--- src/rtl/pipe_pkg.sv ---
// Shared types and constants for the pipeline control unit.
package pipe_pkg;

    typedef enum logic {
        BOOT = 1'b0,
        RUN  = 1'b1
    } state_t;

    localparam logic [4:0]  REG_ZERO     = 5'd0;
    localparam logic [31:0] RESET_VECTOR = 32'h3000;

    function automatic int max_int(input int a, input int b);
        return (a > b) ? a : b;
    endfunction

endpackage

--- src/rtl/mdu_busy_cnt.sv ---
// Loadable down-counter that reports the multiplier/divider as busy while nonzero.
module mdu_busy_cnt #(
    parameter int WIDTH = 6
) (
    input  logic             clk,
    input  logic             rst,
    input  logic             load,
    input  logic [WIDTH-1:0] load_val,
    output logic             busy
);

    logic [WIDTH-1:0] cnt;

    always_ff @(posedge clk) begin
        if (rst) begin
            cnt <= '0;
        end else if (load) begin
            cnt <= load_val;
        end else if (cnt != '0) begin
            cnt <= cnt - 1'b1;
        end
    end

    assign busy = (cnt != '0);

endmodule

--- src/rtl/pipe_ctrl.sv ---
// Pipeline control: boot sequencing plus load-use, branch and HI/LO stall/flush strobes.
// The multi-cycle MDU tracking is built only when PIPE_CTRL_MDU_STALL_EN is defined.
module pipe_ctrl
    import pipe_pkg::*;
#(
    parameter int BOOT_CYCLES = 2,
    parameter int MUL_CYCLES  = 5,
    parameter int DIV_CYCLES  = 32
) (
    input  logic       clk,
    input  logic       rst,
    input  logic [4:0] id_rs,
    input  logic [4:0] id_rt,
    input  logic       id_uses_rs,
    input  logic       id_uses_rt,
    input  logic       ex_mem_read,
    input  logic [4:0] ex_rd,
    input  logic       ex_br_taken,
    input  logic       id_mdu_start,
    input  logic       id_mdu_div,
    input  logic       id_hilo_read,
    output logic       fetch_en,
    output logic       pc_stall,
    output logic       ifid_stall,
    output logic       ifid_flush,
    output logic       idex_flush,
    output logic       mdu_busy
);

    localparam int BOOT_W = $clog2(BOOT_CYCLES + 1);
    localparam logic [BOOT_W-1:0] BOOT_LAST = BOOT_W'(BOOT_CYCLES - 1);

    state_t            state;
    state_t            state_next;
    logic [BOOT_W-1:0] boot_cnt;
    logic              load_use;
    logic              mdu_hazard;
    logic              hazard;

    assign load_use = ex_mem_read && (ex_rd != REG_ZERO) &&
                      ((id_uses_rs && (id_rs == ex_rd)) ||
                       (id_uses_rt && (id_rt == ex_rd)));

    assign hazard = load_use || mdu_hazard;

`ifdef PIPE_CTRL_MDU_STALL_EN
    localparam int CNT_W = $clog2(max_int(MUL_CYCLES, DIV_CYCLES) + 1);

    logic             mdu_accept;
    logic [CNT_W-1:0] mdu_load_val;

    assign mdu_hazard   = mdu_busy && (id_hilo_read || id_mdu_start);
    // A squashed (branch) or stalled MDU op in ID must not start the unit.
    assign mdu_accept   = (state == RUN) && id_mdu_start && !hazard && !ex_br_taken;
    assign mdu_load_val = id_mdu_div ? CNT_W'(DIV_CYCLES) : CNT_W'(MUL_CYCLES);

    mdu_busy_cnt #(
        .WIDTH(CNT_W)
    ) u_mdu_busy_cnt (
        .clk      (clk),
        .rst      (rst),
        .load     (mdu_accept),
        .load_val (mdu_load_val),
        .busy     (mdu_busy)
    );
`else
    localparam int unused_cycles = MUL_CYCLES + DIV_CYCLES;

    logic unused_mdu_inputs;

    assign unused_mdu_inputs = &{1'b0, id_mdu_start, id_mdu_div, id_hilo_read};
    assign mdu_hazard        = 1'b0;
    assign mdu_busy          = 1'b0;
`endif

    always_ff @(posedge clk) begin
        if (rst) begin
            state    <= BOOT;
            boot_cnt <= '0;
        end else begin
            state <= state_next;
            if (state == BOOT) begin
                boot_cnt <= boot_cnt + 1'b1;
            end
        end
    end

    // Branch squashes both younger instructions and lets the PC load the target,
    // so it overrides any stall request.
    always_comb begin
        state_next = state;
        fetch_en   = 1'b0;
        pc_stall   = 1'b0;
        ifid_stall = 1'b0;
        ifid_flush = 1'b0;
        idex_flush = 1'b0;
        case (state)
            BOOT: begin
                pc_stall   = 1'b1;
                ifid_flush = 1'b1;
                idex_flush = 1'b1;
                if (boot_cnt == BOOT_LAST) begin
                    state_next = RUN;
                end
            end
            RUN: begin
                fetch_en = 1'b1;
                if (ex_br_taken) begin
                    ifid_flush = 1'b1;
                    idex_flush = 1'b1;
                end else if (hazard) begin
                    pc_stall   = 1'b1;
                    ifid_stall = 1'b1;
                    idex_flush = 1'b1;
                end
            end
            default: begin
                state_next = BOOT;
            end
        endcase
    end

endmodule

--- config.mk ---
export PLATFORM = sky130hd
export DESIGN_NAME = pipe_ctrl
export DESIGN_NICKNAME = d
export VERILOG_FILES = /design/src/rtl/pipe_pkg.sv /design/src/rtl/mdu_busy_cnt.sv /design/src/rtl/pipe_ctrl.sv
export SDC_FILE = /design/constraint.sdc
export NUM_CORES = 1
export LEC_CHECK = 0
export CAP_MARGIN = 20
export CORE_AREA = 2 2 39 41
export DETAILED_ROUTE_END_ITERATION = 16
export DIE_AREA = 0 0 41 43
export SKIP_CTS_REPAIR_TIMING = 1
export SLEW_MARGIN = 20
export SYNTH_ARGS = -nofsm -noshare
export SYNTH_HDL_FRONTEND = slang
export SYNTH_SLANG_ARGS = --single-unit
--- constraint.sdc ---
create_clock -name clk -period 1.9 [get_ports clk]
set_input_delay 0.19 -clock clk [delete_from_list [all_inputs] [get_ports clk]]
set_output_delay 0.19 -clock clk [all_outputs]
set_load 0.01 [all_outputs]
# [Word-level counts from Yosys, hierarchy flattened]
# Cells that the tools add are included.
[word_totals] reg_bits=3 latch_bits=0 ramBits=0 mem_bits_ro=0 inputBits=24 output_inout_bits=6 mem_count=0
[op_classes] addsub=1 n_mul=0 div=0 order_cmp=0 n_eq_ne=3 shift=0 muxes=11 n_bitwise=1 reduce_logical=6
[ops] cell="equality test 5 bit" count=2
[ops] cell="2-to-1 mux 1 bit" count=8
[ops] cell="case mux 1 bit (2 select lines)" count=3
[ops] cell="nonzero test 5 bit" count=1
[ops] cell="logical AND 1 bit" count=4
[ops] cell="adder 2 x 1 -> 2 bit (second input constant)" count=1
[ops] cell="equality test 2 x 1 -> 1 bit (second input constant)" count=1
[ops] cell="logical OR 1 bit" count=1
[ops] cell="NOT 1 bit" count=1

# [Depth between registers and ports, before layout]
[depth] word_depth=7 depth_mapped=5

# [Worst setup path before layout]
# OpenSTA, ideal clock, no wires.
[synth_path] path_type="input to output" from="input port ex_rd[3]" to="output port ifid_stall" t_arrival_ns=1.037 t_required_ns=1.710 path_slack_ns=0.673 cell_stages=4 path_buffers=0 path_cell_list="xor2_1 -> nor4_2 -> a32oi_1 -> nor3_1"
[synth_between] elab_chain_cells=7
[synth_rtl] element="start: declaration" line="pipe_ctrl.sv:17" rtl="input logic [4:0] ex_rd,"
[synth_rtl] element="equality test 5 bit, on equally long branches" line="pipe_ctrl.sv:41, pipe_ctrl.sv:42"
[synth_rtl] element="logical AND 1 bit, on equally long branches" line="pipe_ctrl.sv:41, pipe_ctrl.sv:42"
[synth_rtl] element="logical OR 1 bit" line="pipe_ctrl.sv:41" rtl="((id_uses_rs && (id_rs == ex_rd)) ||"
[synth_rtl] element="logical AND 1 bit (*)" line="pipe_ctrl.sv:40" rtl="assign load_use = ex_mem_read && (ex_rd != REG_ZERO) &&"
[synth_rtl] element="2-to-1 mux 1 bit (*)" line="pipe_ctrl.sv:111" rtl="end else if (hazard) begin"
[synth_rtl] element="2-to-1 mux 1 bit (*)" line="pipe_ctrl.sv:108" rtl="if (ex_br_taken) begin"
[synth_rtl] element="2-to-1 mux 1 bit (*)" line="pipe_ctrl.sv:97" rtl="case (state)"
[synth_rtl] element="end: declaration" line="pipe_ctrl.sv:24" rtl="output logic ifid_stall,"
# Every way passes the cells marked *; elsewhere a longest branch is shown, timed or not.

# [Worst setup path in the final report]
[layout_path] from="input port ex_rd[4]" to="output port pc_stall"
[layout_between] elab_chain_cells=7
[layout_rtl] element="equality test 5 bit, on equally long branches" line="pipe_ctrl.sv:41, pipe_ctrl.sv:42"
[layout_rtl] element="logical AND 1 bit, on equally long branches" line="pipe_ctrl.sv:41, pipe_ctrl.sv:42"
[layout_rtl] element="logical OR 1 bit" line="pipe_ctrl.sv:41"
[layout_rtl] element="logical AND 1 bit (*)" line="pipe_ctrl.sv:40"
[layout_rtl] element="2-to-1 mux 1 bit (*)" line="pipe_ctrl.sv:111"
[layout_rtl] element="2-to-1 mux 1 bit (*)" line="pipe_ctrl.sv:108"
[layout_rtl] element="case mux 1 bit (2 select lines) (*)" line="pipe_ctrl.sv:97"
[layout_rtl] element="end: declaration" line="pipe_ctrl.sv:23" rtl="output logic pc_stall,"
# Marks and branches as above.

==> results.py <==
metrics = {
    "status": {
        "outcome": "complete, no violations",
    },
    "grt": {
        "grt_util_all_layers": 0.0993,
        "grt_pass1_wl_um": 1160,
        "grt_pass1_vias": 342,
        "antenna_found_initial": 0,
        "overflow": 0,
        "grt_max_degree": 8,
    },
    "die": {
        "die_y_um": 43,
        "ios": 30,
        "die_area_um2": 1760,
        "initial_core_util": 0.209,
        "core-area_um2": 1380,
        "die_w_um": 41,
        "fp-row-count": 14,
    },
    "layout": {
        "fin_nets": 90,
        "final_util": 0.452,
        "num_antenna_cells": 0,
        "design_area_um2": 626,
        "synthToLayoutAreaGrowth_pct": 116,
        "finalNonFillerCells": 80,
        "drive_above_1_share": 0.188,
    },
    "clocking": {
        "cts_root_buf": "clkbuf_4",
        "htree_levels": 1,
        "cts_tree": "yes",
        "cts_buffer_depth": 2,
        "clk_latency_ns": 0.23,
        "cts.clk_slew.worst_paths_ns": 0.04,
        "clock-sinks": 3,
        "cts_buffers": 3,
    },
    "logic_synthesis": {
        "ys_top_cells_by_area": "xor2_1, dfxtp_1, nor2_1",
        "yosysUniqueCellTypes": 19,
        "synth_top_cells_by_count": "xor2_1, nor2_1, dfxtp_1",
        "synth-main-ff-cell": "dfxtp_1",
        "avgSynthCellArea_um2": 8.50,
        "async_flop_share": 0,
        "synth_top_area_frac": 0.273,
        "yosysWarnings": 0,
        "synth_area_um2": 289,
        "seq_area_frac_synth": 0.208,
        "synth_area_leader_cell": "xor2_1",
        "synth-seq-cells": 3,
        "synth_edf_count": 0,
        "synth.net_count": 59,
        "netlist_instances": 34,
        "yosysMostFrequentCell": "xor2_1",
    },
    "timing": {
        "finClkSkew_ns": 0.00119,
        "period_minus_slack_ns": 1.79,
        "fmax_ghz": 0.559,
        "setup_viol": 0,
        "rsz0062_at_grt": "no",
        "hold_viol_final": 0,
        "period_share": 0.941,
        "final_max_slew_viol_count": 0,
    },
    "setup_path": {
        "path_cells": "clkdlybuf4s50_1 -> xor2_1 -> nor4_2 -> a32oi_2 -> o31ai_2 -> buf_2",
        "worstPathBufferInverterCount": 2,
        "cp-end-kind": "primary output",
        "path_delay_family": "buffers and inverters",
        "cp-start-kind": "input pin",
        "cp.required_ns": 1.71,
        "setup.worst_path.class": "in2out",
        "r2r-start": "boot_cnt[1]",
        "cp-startpoint": "ex_rd[4]",
        "crit_path_top_delay_cell": "clkdlybuf4s50_1",
        "cp.arrival_ns": 1.60,
        "critPathMaxFanout": 3,
        "slowest_delay_ns": 0.46,
    },
    "detailed_routing": {
        "wl_per_cell_um": 9.39,
        "routed_wl_um": 751,
        "drt_first_pass_iters": 3,
        "drc": 0,
        "ant_nets": 0,
        "drt_iter0_markers": 2,
        "via_count": 337,
        "avgViaCountPerCell": 4.21,
    },
    "pwr": {
        "p_leak_nw": 0.281,
        "total_power_mw": 0.402,
        "power_per_cell_area_nw_per_um2": 642,
        "vdd_drop_max_mv": 0.248,
    },
    "placement": {
        "dp_hpwl_um": 644,
        "io_buffers": 25,
        "dp.cells": 76,
        "gp_congestion": 0.628,
        "postPlaceCellArea_um2": 567,
    },
    "worst_hold_path": {
        "min_from": "boot_cnt[1]",
        "hp-class": "reg2reg",
    },
    "job": {
        "maxCapViolCount": 0,
    },
}
cell type report:
class	instances	area, µm²
fill	151	758
timing repair buffer	27	273
sequential	3	60.1
inverter	1	3.75
clock buffer	4	26.3
tap	16	20.0
multi-input combinational	29	243
power by group:
group	internal (mW)	switching, mW	leakage [nW]	total, mW
Clock	0.0786	0.0309	0.0150	0.109
Sequential	0.0865	0.0217	0.0249	0.108
Combinational	0.109	0.0752	0.241	0.184
Total	0.274	0.128	0.281	0.402
layer usage:
layer / GRT usage / up-vias / share of wire
met5: 0 / - / 0
met4: 0.0800 / 0 / 0
met1: 0.0897 / 148 / 0.37
li1: - / 174 / -
met3: 0.0366 / 0 / 0.095
met2: 0.163 / 15 / 0.53
per-stage QoR:
stage	TNS (ns)	setup slack [ns]	hold slack (ns)
finish	0	0.111	0.482
global route	0	0.0200	0.518
CTS	-1.01	-0.366	0.488
detailed placement	-0.997	-0.363	0.481
global placement	-0.952	-0.347	0.467
floorplan	0	0.673	0.262
logic make-up after synthesis:
| logic type | synth area share |
|---|---|
| compound gates | 0.147 |
| flops | 0.208 |
| buf+inv | 0.0390 |
| xor+xnor | 0.333 |
| fa+ha+maj | 0.0433 |
| other cells | 0.0130 |
| simple gates | 0.216 |
sequential cells by signal, summed over array words and instances, names as in the netlist:
name,flops
boot_cnt,2
state,1
worst min-delay path, cell delays in order, from the launching register on:
cell,delay (ns)
dfxtp_1,0.31
a21oi_1,0.06
nor2_1,0.07
worst paths after layout:
kind	cells past startpoint	slack, ns	endpoint
worst min register to register	2	0.48	boot_cnt[1]
worst max register to register	5	0.97	boot_cnt[1]
worst max-delay path	6	0.11	pc_stall
worst min-delay path	2	0.48	boot_cnt[1]
layout by cell type, fill, tap and decap left out:
cell and instances:
inv_1 1, nor4_2 2, and2_0 1, a32oi_2 1, xnor2_1 2, buf_2 1, clkbuf_4 3, dlymetal6s2s_1 5
nor3_1 1, o21ai_4 1, clkdlybuf4s50_1 19, o31ai_2 1, xor2_1 9, a21oi_1 1, ha_1 1, buf_4 2
nand2b_1 1, dfxtp_1 3, or4_4 1, nor2_1 5, conb_1 1, o21bai_1 1, clkbuf_1 1
Note: power is estimated with default switching activity, not from simulation.
==> RTL change (same settings) <==
`BOOT_CYCLES`: 2 -> 4.
--- a/src/rtl/pipe_ctrl.sv
+++ b/src/rtl/pipe_ctrl.sv
@@ -3,7 +3,7 @@
 module pipe_ctrl
     import pipe_pkg::*;
 #(
-    parameter int BOOT_CYCLES = 2,
+    parameter int BOOT_CYCLES = 4,
     parameter int MUL_CYCLES  = 5,
     parameter int DIV_CYCLES  = 32
 ) (
Formal check against the unedited RTL: not equivalent (a bounded check fails within 4 cycles, from zero or initial values and one cycle with rst high).
==> RTL change against the unedited design <==
  * Area after synthesis rose by 17%
  * Fmax about the same
  * Setup slack worse by 0.0015 ns
  * Core utilization rose by 1.9 points
  * Sequential cell count increased by 1
  * Routed wire length is 0.53% higher
  * Total power down 12%
  * Cell area rose by 4.2%
==> RTL change: results (changes against the unedited design) <==
| Item | Reported | vs unedited |
|---|---|---|
| Result of the run | complete, no violations |  |
| Initial antenna violation count | 0 | unchanged |
| Antenna Diode Count | 0 | unchanged |
| Number of vias per cell | 4.29 | +1.8% |
| Number of nets at the end of the flow | 95 | +5.6% |
| Total track usage | 11.1% | +1.2 points |
| Share of the yosys chip area belonging to registers | 23.6% | +2.8 points |
| Critical path peak fanout | 3 | unchanged |
| Number of distinct library cells after synthesis | 21 | +2 |
| Cell types with the highest counts after synthesis | 9 x xor2_1, 6 x nor2_1, 4 x dfxtp_1 |  |
| Average wire per standard cell | 9.10 um | -3.1% |
| Post-CTS clock slew at the launch and capture registers of the worst setup and hold paths | 0.03 ns |  |
| Bufs on Longest Clock Path | 2 | unchanged |
| Leak Pwr | 0.287 nW | +2.1% |
| Latest clock arrival within the worst-skew pair | 0.24 ns |  |
| Classification of the worst-slack hold path | reg2reg |  |
| Top post-synthesis cells by area | dfxtp_1 24%, xor2_1 23%, ha_1 7.4% |  |
| Placed insts | 80 | +5.3% |
| Period minus WS final | 1.79 ns | +0.00147 ns |
| Dominant synthesized flop cell | dfxtp_1 |  |
| Reg-to-reg slack, setup | 0.81 ns | -0.16 ns |
| Detailed placement HPWL | 637 um | -1.1% |
| Number of levels in the clock H-tree | 1 | unchanged |
| Hold WS | 0.484 ns | +0.00145 ns |
| Async set-or-reset flop fraction in the synthesized netlist | 0% | unchanged |
| Number of buffer cells added on primary ports | 25 | unchanged |
| First drt pass iteration count | 2 | -1 |
| Wire length of the first global-routing pass | 1.26 mm | +8.3% |
| Count of warnings emitted by yosys | 0 | unchanged |
| DRC errors left | 0 | unchanged |
| Net count after synthesis | 65 | +10% |
| Post-place instance area | 613 um^2 | +8.2% |
| Total via count after detailed routing | 356 | +5.6% |
| Weighted congestion at the end of routability-driven global placement | 0.660 | +5.1% |
| DRT iter0 DRCs | 1 | -1 |
| Top flop regs | boot_cnt x3, state x1 |  |
| Largest net degree at the start of global routing | 8 | unchanged |
| Worst Path Arrival | 1.60 ns | about the same |
| Worst slack at placement | -0.402 ns | -0.0390 ns |
| Inserted Clock Buffers | 3 | unchanged |
| IR Drop Worst-Case VDD | 0.245 mV | -0.92% |
| Clock Skews | 0.00609 ns | +0.00490 ns |
| Post-Syn Instances | 39 | +15% |
| Clk root buf | clkbuf_4 |  |
| Share of final-layout standard cells stronger than drive strength 1 | 17.9% | -0.84 points |
[RTL change: cell types whose count changed after synthesis]
cell | unedited run | this run
nor2_1 | 5 | 6
dfxtp_1 | 3 | 4
ha_1 | 1 | 2
clkbuf_1 | 0 | 1
mux2i_1 | 0 | 1
[RTL change: kinds of logic (layout without fill, tap and decap cells)]
logic type                 after synthesis  after routing  share of synthesized area, %
AOI/OAI and AO/OA                        5              5                          12.5
and+or+nand+nor                         12             12                          19.6
DFF                                      4              4                          23.6
adders and majority gates                2              2                          7.38
buffers and inverters                    3             31                          4.43
muxes                                    1              1                          2.95
other                                    1              1                          1.11
xor gates and xnor gates                11             11                          28.4
[RTL change: final cells by class]
cell class / count / area [um^2]
Sequential cell: 4 / 80.1
Tap cell: 16 / 20.0
Timing Repair Buffer: 27 / 268
Fill cell: 152 / 732
Multi-Input combinational cell: 32 / 258
Inverter: 1 / 3.75
Clock buffer: 3 / 22.5
[RTL change: worst max-delay path: stages]
cell	delay (ns)
clkdlybuf4s50_1	0.46
or4_1	0.52
o21ai_2	0.19
o21bai_1	0.07
dlymetal6s2s_1	0.17
[RTL change: final timing paths]
kind,end,start,cells after the start
max,idex_flush,ex_rd[3],5
min,boot_cnt[2]$_SDFFE_PP0N_,boot_cnt[2]$_SDFFE_PP0N_,2
max reg2reg,boot_cnt[2]$_SDFFE_PP0N_,boot_cnt[0]$_SDFFE_PP0N_,5
min reg2reg,boot_cnt[2]$_SDFFE_PP0N_,boot_cnt[2]$_SDFFE_PP0N_,2
[RTL change: power by group]
| group | switching, mW | leakage (nW) | internal (mW) |
|---|---|---|---|
| Clock | 0.0361 | 0.0138 | 0.0707 |
| Combinational | 0.0550 | 0.240 | 0.0824 |
| Sequential | 0.00791 | 0.0329 | 0.0996 |
| Total | 0.0989 | 0.287 | 0.253 |
[RTL change: per-layer routing]
metal	GRT usage (%)	up-vias	wire [um]
met5	0	-	0
met4	8.00	0	0
met3	5.76	0	98
met2	16.3	19	369
met1	11.5	150	287
li1	-	187	-
